**src/rtl/module_period_meter_pkg.sv**
```systemverilog
// Shared definitions for the period meter: FSM state encoding and the
// default measurement timeout.
package module_period_meter_pkg;

    typedef enum logic [1:0] {
        ST_IDLE  = 2'd0,
        ST_ARM   = 2'd1,
        ST_COUNT = 2'd2,
        ST_DONE  = 2'd3
    } state_t;

    localparam int unsigned DEFAULT_TIMEOUT = 32'h3FFF_FFFF;

endpackage

```
**src/rtl/module_sync_edge_detect.sv**
```systemverilog
// Synchronizes an asynchronous input and emits a one-cycle pulse on each
// rising edge of the synchronized signal.
module module_sync_edge_detect #(
    parameter int SYNC_STAGES = 2
) (
    input  logic clk_in,
    input  logic reset,
    input  logic signal_in,
    output logic rise
);

    logic [SYNC_STAGES-1:0] sync_q, sync_d;
    logic                   old_q, old_d;

    always_comb begin
        sync_d = {sync_q[SYNC_STAGES-2:0], signal_in};
        old_d  = sync_q[SYNC_STAGES-1];
    end

    always_ff @(posedge clk_in) begin
        if (reset) begin
            sync_q <= '0;
            old_q  <= 1'b0;
        end else begin
            sync_q <= sync_d;
            old_q  <= old_d;
        end
    end

    assign rise = sync_q[SYNC_STAGES-1] & ~old_q;

endmodule

```
**src/rtl/module_period_meter.sv**
```systemverilog
// Measures the period of a slow asynchronous signal in clk_in cycles between
// consecutive rising edges, with single-shot or back-to-back operation.
module module_period_meter
    import module_period_meter_pkg::*;
#(
    parameter int          WIDTH       = 30,
    parameter int          SYNC_STAGES = 2,
    parameter int unsigned TIMEOUT     = DEFAULT_TIMEOUT
) (
    input  logic             clk_in,
    input  logic             reset,
    input  logic             signal_in,
    input  logic             start,
    input  logic             continuous,
    input  logic             ack,
    output logic [WIDTH-1:0] period_out,
    output logic [WIDTH-1:0] half_period_out,
    output logic             valid,
    output logic             busy,
    output logic             timeout
);

    // Timeout fires when the counter is about to reach this value, so the
    // counter can never wrap.
    localparam logic [WIDTH-1:0] COUNT_LAST = WIDTH'(TIMEOUT - 1);

    state_t           state_q, state_d;
    logic [WIDTH-1:0] count_q, count_d;
    logic [WIDTH-1:0] period_q, period_d;
    logic [WIDTH-1:0] half_q, half_d;
    logic             valid_q, valid_d;
    logic             timeout_q, timeout_d;
    logic [WIDTH-1:0] count_inc;
    logic             at_limit;
    logic             rise;

    module_sync_edge_detect #(
        .SYNC_STAGES(SYNC_STAGES)
    ) u_edge (
        .clk_in   (clk_in),
        .reset    (reset),
        .signal_in(signal_in),
        .rise     (rise)
    );

    assign count_inc = count_q + WIDTH'(1);
    assign at_limit  = (count_inc == COUNT_LAST);

    always_comb begin
        state_d   = state_q;
        count_d   = count_q;
        period_d  = period_q;
        half_d    = half_q;
        valid_d   = valid_q;
        timeout_d = timeout_q;

        // A result landing in the same cycle overrides the acknowledge below.
        if (ack) begin
            valid_d = 1'b0;
        end

        unique case (state_q)
            ST_IDLE, ST_DONE: begin
                if (start) begin
                    state_d   = ST_ARM;
                    count_d   = '0;
                    timeout_d = 1'b0;
                end
            end
            ST_ARM: begin
                count_d = count_inc;
                if (rise) begin
                    state_d = ST_COUNT;
                    count_d = WIDTH'(1);
                end else if (at_limit) begin
                    state_d   = ST_DONE;
                    timeout_d = 1'b1;
                end
            end
            ST_COUNT: begin
                count_d = count_inc;
                if (rise) begin
                    period_d  = count_q;
                    half_d    = count_q >> 1;
                    valid_d   = 1'b1;
                    timeout_d = 1'b0;
                    // The closing edge of this period opens the next one.
                    count_d   = WIDTH'(1);
                    if (!continuous) begin
                        state_d = ST_DONE;
                    end
                end else if (at_limit) begin
                    state_d   = ST_DONE;
                    timeout_d = 1'b1;
                end
            end
            default: state_d = ST_IDLE;
        endcase
    end

    always_ff @(posedge clk_in) begin
        if (reset) begin
            state_q   <= ST_IDLE;
            count_q   <= '0;
            period_q  <= '0;
            half_q    <= '0;
            valid_q   <= 1'b0;
            timeout_q <= 1'b0;
        end else begin
            state_q   <= state_d;
            count_q   <= count_d;
            period_q  <= period_d;
            half_q    <= half_d;
            valid_q   <= valid_d;
            timeout_q <= timeout_d;
        end
    end

    assign period_out      = period_q;
    assign half_period_out = half_q;
    assign valid           = valid_q;
    assign timeout         = timeout_q;
    assign busy            = (state_q == ST_ARM) || (state_q == ST_COUNT);

endmodule
```
**config.mk**
```make
export PLATFORM = sky130hd
export DESIGN_NAME = module_period_meter
export DESIGN_NICKNAME = d
export VERILOG_FILES = /design/src/rtl/module_period_meter_pkg.sv /design/src/rtl/module_sync_edge_detect.sv /design/src/rtl/module_period_meter.sv
export SDC_FILE = /design/constraint.sdc
export NUM_CORES = 1
export LEC_CHECK = 0
export CORE_UTILIZATION = 38
export CTS_CLUSTER_DIAMETER = 80
export DETAILED_ROUTE_END_ITERATION = 7
export GPL_TIMING_DRIVEN = 1
export HOLD_SLACK_MARGIN = 0.03
export PLACE_DENSITY_LB_ADDON = 0.12
export REMOVE_ABC_BUFFERS = 1
export SLEW_MARGIN = 20
export SYNTH_ARGS = -nofsm -noshare
export SYNTH_HDL_FRONTEND = slang
export SYNTH_SLANG_ARGS = --single-unit
```
**constraint.sdc**
```tcl
create_clock -name clk_in -period 5.6 [get_ports clk_in]
set_clock_uncertainty 0.1 [all_clocks]
set_input_delay 0.56 -clock clk_in [delete_from_list [all_inputs] [get_ports clk_in]]
set_output_delay 0.56 -clock clk_in [all_outputs]
set_load 0.005 [all_outputs]
```
==> results by group <==
Synth
  – Leading area contributor after synthesis: dfxtp_1
  – Mapped Area: 0.003722 mm²
  – Area contributors post-synth: dfxtp_1 (36%), nand2_1 (8.8%), a21oi_1 (7.9%)
  – Distinct cells, synth: 45
  – Post-synthesis sequential area ratio: 0.3603
  – Top cells by count, synth: nand2_1 (87), dfxtp_1 (67), a21oi_1 (59)
  – Post-Synthesis Cells: 496
  – Ys flop type: dfxtp_1
  – Yosys warning total: 0
  – Proportion of netlist area held by the largest area contributor: 0.3603
  – Synth Area per Inst: 7.505 µm²
  – Most common cell in the netlist: nand2_1
  – Async SR Flop Fraction: 0
  – Register bit total from synthesis: 67
  – Number of flops mapped to enable cells by yosys: 0

Drt
  – Residual DRC: 0
  – Post-DRT Antenna Nets: 0
  – Initial DRC count: 213
  – DR vias/cell: 5.428
  – Vias: 3463
  – Final wirelength: 9.195 mm
  – TritonRoute pass-1 iters: 5
  – Mean routed wirelength per cell: 14.41 µm

Timing
  – Final setup violation count: 0
  – RSZ-0062 raised after global routing: false
  – Final Slew Violations: 0
  – Crit path time final: 2883 ps
  – Final Hold Fails: 0
  – Setup slack after layout: 2717 ps
  – WHS: 339.4 ps
  – Max-slew headroom: 0.3288
  – Tcrit/Tclk final: 0.5147
  – Setup_tns: 0 ps
  – Slew @ Worst Pin: 1003 ps
  – Max Fclk: 346.9 MHz

Power and ir drop
  – Worst IR Drop VDD: 0.1680 mV
  – Cell Int Power: 0.7184 mW
  – Clock share of power: 0.400
  – Switching Share: 0.2814
  – Switching power: 0.2813 mW
  – Leakage power: 1.392 nW
  – Comb power frac: 0.114
  – Sequential share of power: 0.485
  – PD cells: 229.1 mW/mm²

Cells and area
  – Area of the multi-input gates: 0.001939 mm²
  – Syn-to-layout area delta: 17.24%
  – Register area: 0.001341 mm²
  – Antenna cells: 0
  – Filler-free cell count of the finished design: 638
  – Final nets: 515
  – Fill cells: 987
  – Share of cells above drive strength 1: 0.07073

CTS
  – Clk buf depth: 2
  – Sink Count: 67
  – # Post-CTS Setup Buffers: 0
  – Worst skew pair latency: 340 ps
  – CTS Hold Bufs: 0
  – Clk root buf: clkbuf_8
  – CTS H-tree lvls: 3
  – TritonCTS Buffers: 9
  – Clock Pin Slew Worst Setup and Hold Paths: 80 ps
  – Post-CTS sizing: 0
  – CTS tree: done

Setup path
  – R2r setup slk: 2720 ps
  – Setup CP Type: reg2reg
  – Crit path max fanout: 10
  – Critical Path End Type: register
  – Crit start category: register
  – Critical path required time: 5760 ps
  – Worst EP arrival: 3040 ps

Floorplanning
  – Die area: 0.01019 mm²
  – Core area: 0.009371 mm²
  – Rows: 35
  – Initial Util: 0.3972
  – Die X: 101.0 µm
  – Boundary Pins: 69
  – Die height: 101.0 µm

Global route
  – First-pass GRT wire length: 15.39 mm
  – GRT Residual Overflow: 0
  – Vias in the first global route: 3110
  – Global Route Usage Sum: 0.1929
  – Largest net degree at the start of global routing: 68
  – Initial antenna violation count: 0

Run
  – Max-cap violations: 0

Placed design
  – Pre-CTS setup slack: 2747 ps
  – Dpl hpwl: 5.987 mm
  – IO Port Bufs: 67
  – RePlAce Congestion: 0.8463
  – Dpl cells: 622

Worst hold path
  – Worst Hold Class: reg2reg

Run status
  – Status: complete, no violations
[worst paths after layout]
| kind | from | to | cells past startpoint |
|---|---|---|---|
| max reg2reg | count_q[0] | state_q[1] | 8 |
| min | u_edge.sync_q[0] | u_edge.sync_q[1] | 1 |
| max | count_q[0] | state_q[1] | 8 |
| min reg2reg | u_edge.sync_q[0] | u_edge.sync_q[1] | 1 |
[through the flow]
step	instance area (µm²)	util	total power, mW
after global placement	4169	0.4449	0.6090
after CTS	4362	0.4654	1.013
after floorplan	3304	-	0.5641
after global routing	4364	0.4657	1.050
after detailed placement	4169	0.4449	0.6093
final	4364	0.4657	0.9997
[cells in the final DEF (no fill, tap or decap), drive strengths merged, types with 6 or more instances in the layout]
cell type      synthesis  layout
a21oi                 59      59
a311oi                10      10
a31oi                 10      10
and4                   6       6
buf                   44       6
clkbuf                31       9
clkdlybuf4s50          0      66
dfxtp                 67      67
inv                    7       7
nand2                 88      88
nand3                 15      15
nand4                 17      17
nor2                  42      42
nor2b                  7       7
nor3                   6       6
nor4                  11      11
o21ai                 27      27
[power by group through the flow]
stage / combinational, mW / clock (mW) / sequential [mW]
final: 0.114 / 0.400 / 0.485
after global routing: 0.129 / 0.436 / 0.486
after CTS: 0.114 / 0.415 / 0.485
after detailed placement: 0.113 / 0 / 0.496
after global placement: 0.113 / 0 / 0.496
after floorplan: 0.0687 / 0 / 0.495
[sequential cells by signal (all words and copies together) (netlist names)]
name and flops:
u_edge.old_q 1, valid 1, count_q 30, state_q 2, u_edge.sync_q 2, timeout 1, period_out 30
[worst max-delay path, stage by stage (launching register included)]
cell	delay, ps
dfxtp_1	520
ha_1	290
nand3_2	220
nor2_1	470
a31oi_1	150
a221o_1	290
nor4_2	260
nand4_1	220
a221oi_2	280
[final cells by class]
| type | instances | share of cell area |
|---|---|---|
| sequential | 67 | 0.3073 |
| multi-input combinational | 347 | 0.4444 |
| inverter | 7 | 0.006021 |
| clock inverter | 7 | 0.01577 |
| clock buffer | 9 | 0.02838 |
| tap | 129 | 0.03698 |
| timing repair buffer | 72 | 0.1611 |
[per-layer routing]
| layer | track usage | vias up | share of wire |
|---|---|---|---|
| met2 | 0.3135 | 111 | 0.47 |
| met4 | 0.08138 | 0 | 0.017 |
| li1 | - | 1718 | - |
| met5 | 0 | - | 0 |
| met1 | 0.2490 | 1615 | 0.46 |
| met3 | 0.03814 | 19 | 0.048 |
[cell families (layout without fill, tap and decap cells)]
| group | count (synthesis) | in the layout | synth area share |
|---|---|---|---|
| simple gates | 212 | 212 | 0.2934 |
| compound gates | 121 | 121 | 0.1903 |
| buf+inv | 82 | 95 | 0.1193 |
| flops | 67 | 67 | 0.3603 |
| xor+xnor | 8 | 8 | 0.01882 |
| fa+ha+maj | 5 | 5 | 0.01681 |
| other cells | 1 | 1 | 0.001007 |
(Power assumes the default switching activity.)
